`src/rtl/rnbip_regfile_ctl.sv`:
```
// rnbip_regfile_ctl: RNBIP-2 general-purpose register bank.
// R0 (the accumulator) is always snapshotted onto read port A. Port B
// snapshots any indexed register. Commands are WRITE (four sources), READ,
// XCHG (R0<->Rn in one edge) and CLEAR (one register per cycle).
//
// Handshake: a command is taken on the rising edge where
// cmd_valid && cmd_ready. cmd_ready is a pure function of the FSM state
// (high only in IDLE) and never depends on cmd_valid. There is no queueing:
// a command offered while busy is not stored, and the master keeps it
// presented until it sees cmd_ready.
module rnbip_regfile_ctl #(
    parameter int WIDTH = 8,
    parameter int DEPTH = 8,
    localparam int AW = (DEPTH > 2) ? $clog2(DEPTH) : 1
) (
    input  logic             clk,
    input  logic             rst_n,
    input  logic             cmd_valid,
    output logic             cmd_ready,
    input  logic [2:0]       cmd,
    input  logic [1:0]       src_sel,
    input  logic [AW-1:0]    dst_idx,
    input  logic [AW-1:0]    src_idx,
    input  logic [WIDTH-1:0] or2_in,
    input  logic [WIDTH-1:0] alu_in,
    output logic [WIDTH-1:0] dataout_a,
    output logic [WIDTH-1:0] dataout_b,
    output logic             rd_valid,
    output logic             busy,
    output logic [1:0]       dbg_state
);

    localparam logic [2:0] CMD_WRITE = 3'b001;
    localparam logic [2:0] CMD_READ  = 3'b010;
    localparam logic [2:0] CMD_CLEAR = 3'b011;
    localparam logic [2:0] CMD_XCHG  = 3'b100;

    localparam logic [1:0] SRC_R0  = 2'b00;
    localparam logic [1:0] SRC_RN  = 2'b01;
    localparam logic [1:0] SRC_OR2 = 2'b10;
    localparam logic [1:0] SRC_ALU = 2'b11;

    // Highest index as an AW-bit value; the sweep wraps after this one.
    localparam logic [AW-1:0] LAST_IDX = AW'(DEPTH - 1);
    // Depth widened by one bit so non-power-of-2 range checks are exact.
    localparam logic [AW:0]   DEPTH_W  = (AW + 1)'(DEPTH);

    typedef enum logic [1:0] {
        ST_IDLE     = 2'b00,
        ST_CLEARING = 2'b01
    } state_t;

    state_t          state;
    state_t          state_nxt;
    logic [AW-1:0]   clr_cnt;
    logic [AW-1:0]   clr_cnt_nxt;

    logic [WIDTH-1:0] regs     [DEPTH];
    logic [WIDTH-1:0] regs_nxt [DEPTH];

    logic             accept;
    logic             dst_ok;
    logic             src_ok;
    logic [WIDTH-1:0] dst_val;
    logic [WIDTH-1:0] src_val;
    logic [WIDTH-1:0] wr_data;

    assign cmd_ready = (state == ST_IDLE);
    assign busy      = ~cmd_ready;
    assign accept    = cmd_valid & cmd_ready;
    assign dbg_state = state;

    // Indices at or above DEPTH exist only when DEPTH is not a power of 2.
    assign dst_ok = ({1'b0, dst_idx} < DEPTH_W);
    assign src_ok = ({1'b0, src_idx} < DEPTH_W);

    // Pre-edge register values; nonexistent registers read as zero.
    always_comb begin
        dst_val = '0;
        src_val = '0;
        if (dst_ok) dst_val = regs[dst_idx];
        if (src_ok) src_val = regs[src_idx];
    end

    // WRITE source selection.
    always_comb begin
        wr_data = '0;
        case (src_sel)
            SRC_R0:  wr_data = regs[0];
            SRC_RN:  wr_data = src_val;
            SRC_OR2: wr_data = or2_in;
            SRC_ALU: wr_data = alu_in;
            default: wr_data = '0;
        endcase
    end

    // Next value of every register: sweep clear, WRITE or XCHG.
    always_comb begin
        regs_nxt = regs;
        if (state == ST_CLEARING) begin
            for (int i = 0; i < DEPTH; i++) begin
                if (AW'(i) == clr_cnt) regs_nxt[i] = '0;
            end
        end else if (accept) begin
            case (cmd)
                CMD_WRITE: begin
                    if (dst_ok) begin
                        for (int i = 0; i < DEPTH; i++) begin
                            if (AW'(i) == dst_idx) regs_nxt[i] = wr_data;
                        end
                    end
                end
                CMD_XCHG: begin
                    // With dst_idx == 0 both assignments write R0 back to itself.
                    if (dst_ok) begin
                        for (int i = 0; i < DEPTH; i++) begin
                            if (AW'(i) == dst_idx) regs_nxt[i] = regs[0];
                        end
                        regs_nxt[0] = dst_val;
                    end
                end
                default: ;
            endcase
        end
    end

    // Register array storage.
    always_ff @(posedge clk or negedge rst_n) begin
        if (!rst_n) begin
            for (int i = 0; i < DEPTH; i++) regs[i] <= '0;
        end else begin
            regs <= regs_nxt;
        end
    end

    // FSM next state: IDLE accepts commands, CLEARING sweeps one index per cycle.
    always_comb begin
        state_nxt   = state;
        clr_cnt_nxt = clr_cnt;
        case (state)
            ST_IDLE: begin
                if (accept && (cmd == CMD_CLEAR)) begin
                    state_nxt   = ST_CLEARING;
                    clr_cnt_nxt = '0;
                end
            end
            ST_CLEARING: begin
                if (clr_cnt == LAST_IDX) begin
                    state_nxt   = ST_IDLE;
                    clr_cnt_nxt = '0;
                end else begin
                    clr_cnt_nxt = clr_cnt + AW'(1);
                end
            end
            default: begin
                state_nxt   = ST_IDLE;
                clr_cnt_nxt = '0;
            end
        endcase
    end

    // FSM state and sweep counter registers.
    always_ff @(posedge clk or negedge rst_n) begin
        if (!rst_n) begin
            state   <= ST_IDLE;
            clr_cnt <= '0;
        end else begin
            state   <= state_nxt;
            clr_cnt <= clr_cnt_nxt;
        end
    end

    // Read snapshots: updated only by an accepted READ, held otherwise.
    always_ff @(posedge clk or negedge rst_n) begin
        if (!rst_n) begin
            dataout_a <= '0;
            dataout_b <= '0;
            rd_valid  <= 1'b0;
        end else begin
            rd_valid <= accept && (cmd == CMD_READ);
            if (accept && (cmd == CMD_READ)) begin
                dataout_a <= regs[0];
                dataout_b <= dst_val;
            end
        end
    end

endmodule

```
`config.mk`:
```
export PLATFORM = sky130hd
export DESIGN_NAME = rnbip_regfile_ctl
export DESIGN_NICKNAME = d
export VERILOG_FILES = /design/src/rtl/rnbip_regfile_ctl.sv
export SDC_FILE = /design/constraint.sdc
export NUM_CORES = 1
export LEC_CHECK = 0
export CAP_MARGIN = 20
export CORE_UTILIZATION = 40
export DETAILED_ROUTE_END_ITERATION = 8
export GPL_ROUTABILITY_DRIVEN = 0
export GPL_TIMING_DRIVEN = 1
export PLACE_DENSITY = 0.69
export SLEW_MARGIN = 20
export SYNTH_ARGS = -nofsm -noshare
export SYNTH_HDL_FRONTEND = slang
export SYNTH_SLANG_ARGS = --single-unit
```
`constraint.sdc`:
```
create_clock -name clk -period 2.5 [get_ports clk]
set_clock_uncertainty 0.05 [all_clocks]
set_input_delay 0.5 -clock clk [delete_from_list [all_inputs] [get_ports clk]]
set_output_delay 0.5 -clock clk [all_outputs]
set_load 0.05 [all_outputs]
```
==> flow_summary.ini <==
[outcome]
status = completed

[power_and_ir_drop]
p_comb_share_pct = 42.9
p_seq_share_pct = 36.6
p_int_uw = 4183
switching_share_pct = 38.79
power_density_nw_per_um2 = 1083
clkPwrFrac_pct = 20.6
switchingPower_uw = 2652
p_leak_uw = 0.002762
vdd_drop_max_v = 0.0003678
power_uw = 6835

[setup_path]
worstPathRequired_ns = 2.73
slowest_stage = clkdlybuf4s50_1
critPathTopFamily = buffers and inverters
reg2reg_from = dbg_state[0]
cp.arrival_ns = 2.58
path_cells = clkdlybuf4s50_1, or3_1, a2111oi_2, buf_4, buf_4, nand2_1, a21oi_1, a221o_1
reg2reg_setup_slack_ns = 0.35
startpoint_type = input port
regToRegEndpoint = regs[49]
crit_type = in -> reg
path_max_fanout = 7
reg2reg_depth = 6
critPathMaxStageDelay_ns = 0.53
critPathBufInv = 3
cp-end-kind = flip-flop
path_common_cell = buf_4

[timing]
hold_slack_ns = 0.1099
relSlewSlack_pct = 59.52
max_freq_ghz = 0.4259
period_share_pct = 93.91
setup_viol = 0
worst_pin_slew_ns = 0.6072
rsz0062_at_grt = no
finalHoldViolations = 0
finalWorstSetupSlack_ns = 0.1522
slew_viol_final = 0
fin_crit_ns = 2.348

[cts]
clk_latency_ns = 0.34
cts_max_path_buffers = 2
numCtsBuffers = 9
cts.htree.levels = 3
cts_tree = done
hold_buffers = 0
clk_pin_slew_ns = 0.06
cts_root_buf = clkbuf_16
cts.sinks = 85
postCtsSetupRepairBufs = 0
cts_resized = 0

[floorplan]
core_region_area_um2 = 12060
start_util_pct = 41.27
num_rows = 40
die_y_um = 113.6
fp.dieW_um = 113.6
die-area_um2 = 12890
ios = 51

[layout]
final_cells = 725
fillCellCount = 1051
area_growth_pct = 26.75
fin_nets = 589
ff_latch_area_um2 = 2127
drive_gt1_share_pct = 23.70
multi_input_area_um2 = 2664
diodes = 0

[synthesis]
synth_fp_nets = 506
synth.most_common_cell = dfrtp_1
synthTopCellsByCount = 85 x dfrtp_1, 39 x nand2_1, 34 x a21oi_1
syn_avg_cell_area_um2 = 10.59
synth_warnings = 0
synth_top_area_cell = dfrtp_1
yosys_most_used_dff = dfrtp_1
synth_edf_count = 0
ys_ff_latch = 85
synth_area_leaders = dfrtp_1 43%, mux4_2 8.1%, mux2_2 7.2%, mux2i_1 6.2%, a21oi_1 3.4%
synthArstFlopShare_pct = 100.0
netlist_instances = 470
yosysTopAreaCellShare_pct = 42.74
yosysSeqAreaShare_pct = 42.74
yosysUniqueCellTypes = 48
synthesis.area_um2 = 4977

[global_routing]
grt_overflow_total = 0
antenna_found_initial = 0
grt_pass1_vias = 4195
grt_max_degree = 46
grt_usage_pct = 21.68
grt_pass1_wl_um = 21700

[placed_design]
dp.cells = 710
io_buffers = 49
dp_hpwl_um = 10180
pre_cts_ws_ns = -0.1722

[route]
viasPerCell = 5.734
drt-total-wl_um = 13050
post-route-drc-count = 0
drtPass1Iterations = 7
vias = 4157
drt_iter0_drc = 367
ant_nets = 0
wire_per_inst_um = 18.01

[min_path]
hold_path_class = in -> async

[job]
cap_viol_max_count = 0
power by group through the flow:
stage               sequential [uW]  clock (uW)  combinational (uW)
floorplan                      2780           0                1580
global placement               2440           0                2830
detailed placement             2500           0                2910
CTS                            2480        1420                2930
global route                   2570        1490                3160
finish                         2500        1410                2930
routing by layer:
layer / GRT usage, % / part of all wire, % / vias to the layer above
li1: - / - / 1911
met1: 27.65 / 42 / 2066
met2: 37.11 / 50 / 155
met3: 3.348 / 5.8 / 25
met4: 8.333 / 2.3 / 0
met5: 0 / 0 / -
per-stage QoR:
stage	utilization (%)	cell area [um^2]	setup TNS [ns]
CTS	52.30	6309	0
global placement	49.70	5995	-4.787
finish	52.30	6309	0
global route	52.30	6309	0
floorplan	-	4977	0
detailed placement	49.70	5995	-6.627
placed cells by master (no fill, tap or decap), types with 6 or more instances in the layout:
master and instances:
inv_1 8, mux4_2 18, o22ai_1 6, buf_4 55, or3_1 7, nand3_1 27, nand2_1 39, clkdlybuf4s50_1 45
and2_1 7, o21ai_0 10, ha_1 6, dfrtp_1 85, nor2_1 19, a31oi_1 12, mux2i_1 31, o21ai_1 20
mux2_2 32, nand2b_1 9, a21oi_1 34, mux2_1 6, nor2b_1 9, clkbuf_16 9
state kept, by name, summed over array words and instances, names as in the netlist:
signal	flops
dbg_state	1
dataout_a	8
rd_valid	1
clr_cnt	3
dataout_b	8
regs	64
worst max path at each step:
stage	cells past startpoint	to	slack (ns)	startpoint
floorplan	6	regs[12]	0.13	dbg_state[0]
detailed placement	7	regs[32]	-0.17	cmd[2]
CTS	8	regs[57]	0.16	dst_idx[2]
global route	8	regs[57]	0.06	dst_idx[2]
global placement	7	regs[36]	-0.13	cmd[1]
finish	8	regs[57]	0.15	dst_idx[2]
worst reg2reg max path, cell delays in order (launching register included):
cell      delay (ns)
dfrtp_1         0.38
nand2b_1        0.19
or3_1           0.54
o32a_1          0.51
buf_4           0.22
nand2_1         0.08
o21ai_1         0.07
logic make-up after synthesis:
| family | after synthesis | synth area share, % |
|---|---|---|
| multiplexers | 89 | 23.58 |
| AO/OA/AOI/OAI | 119 | 15.46 |
| other | 1 | 0.07534 |
| adder cells (fa/ha/maj) | 6 | 1.508 |
| AND/OR/NAND/NOR | 128 | 12.62 |
| XOR/XNOR | 1 | 0.1760 |
| flip-flops | 85 | 42.74 |
| buffers and inverters | 41 | 3.846 |
final cells by class:
type | count | area share [%]
clock buffer | 10 | 3.788
clock inverter | 5 | 1.190
inverter | 8 | 0.4760
multi-input combinational | 344 | 42.23
sequential | 85 | 33.72
tap | 168 | 3.332
timing repair buffer | 105 | 15.27
Note: power is estimated with default switching activity, not from simulation.
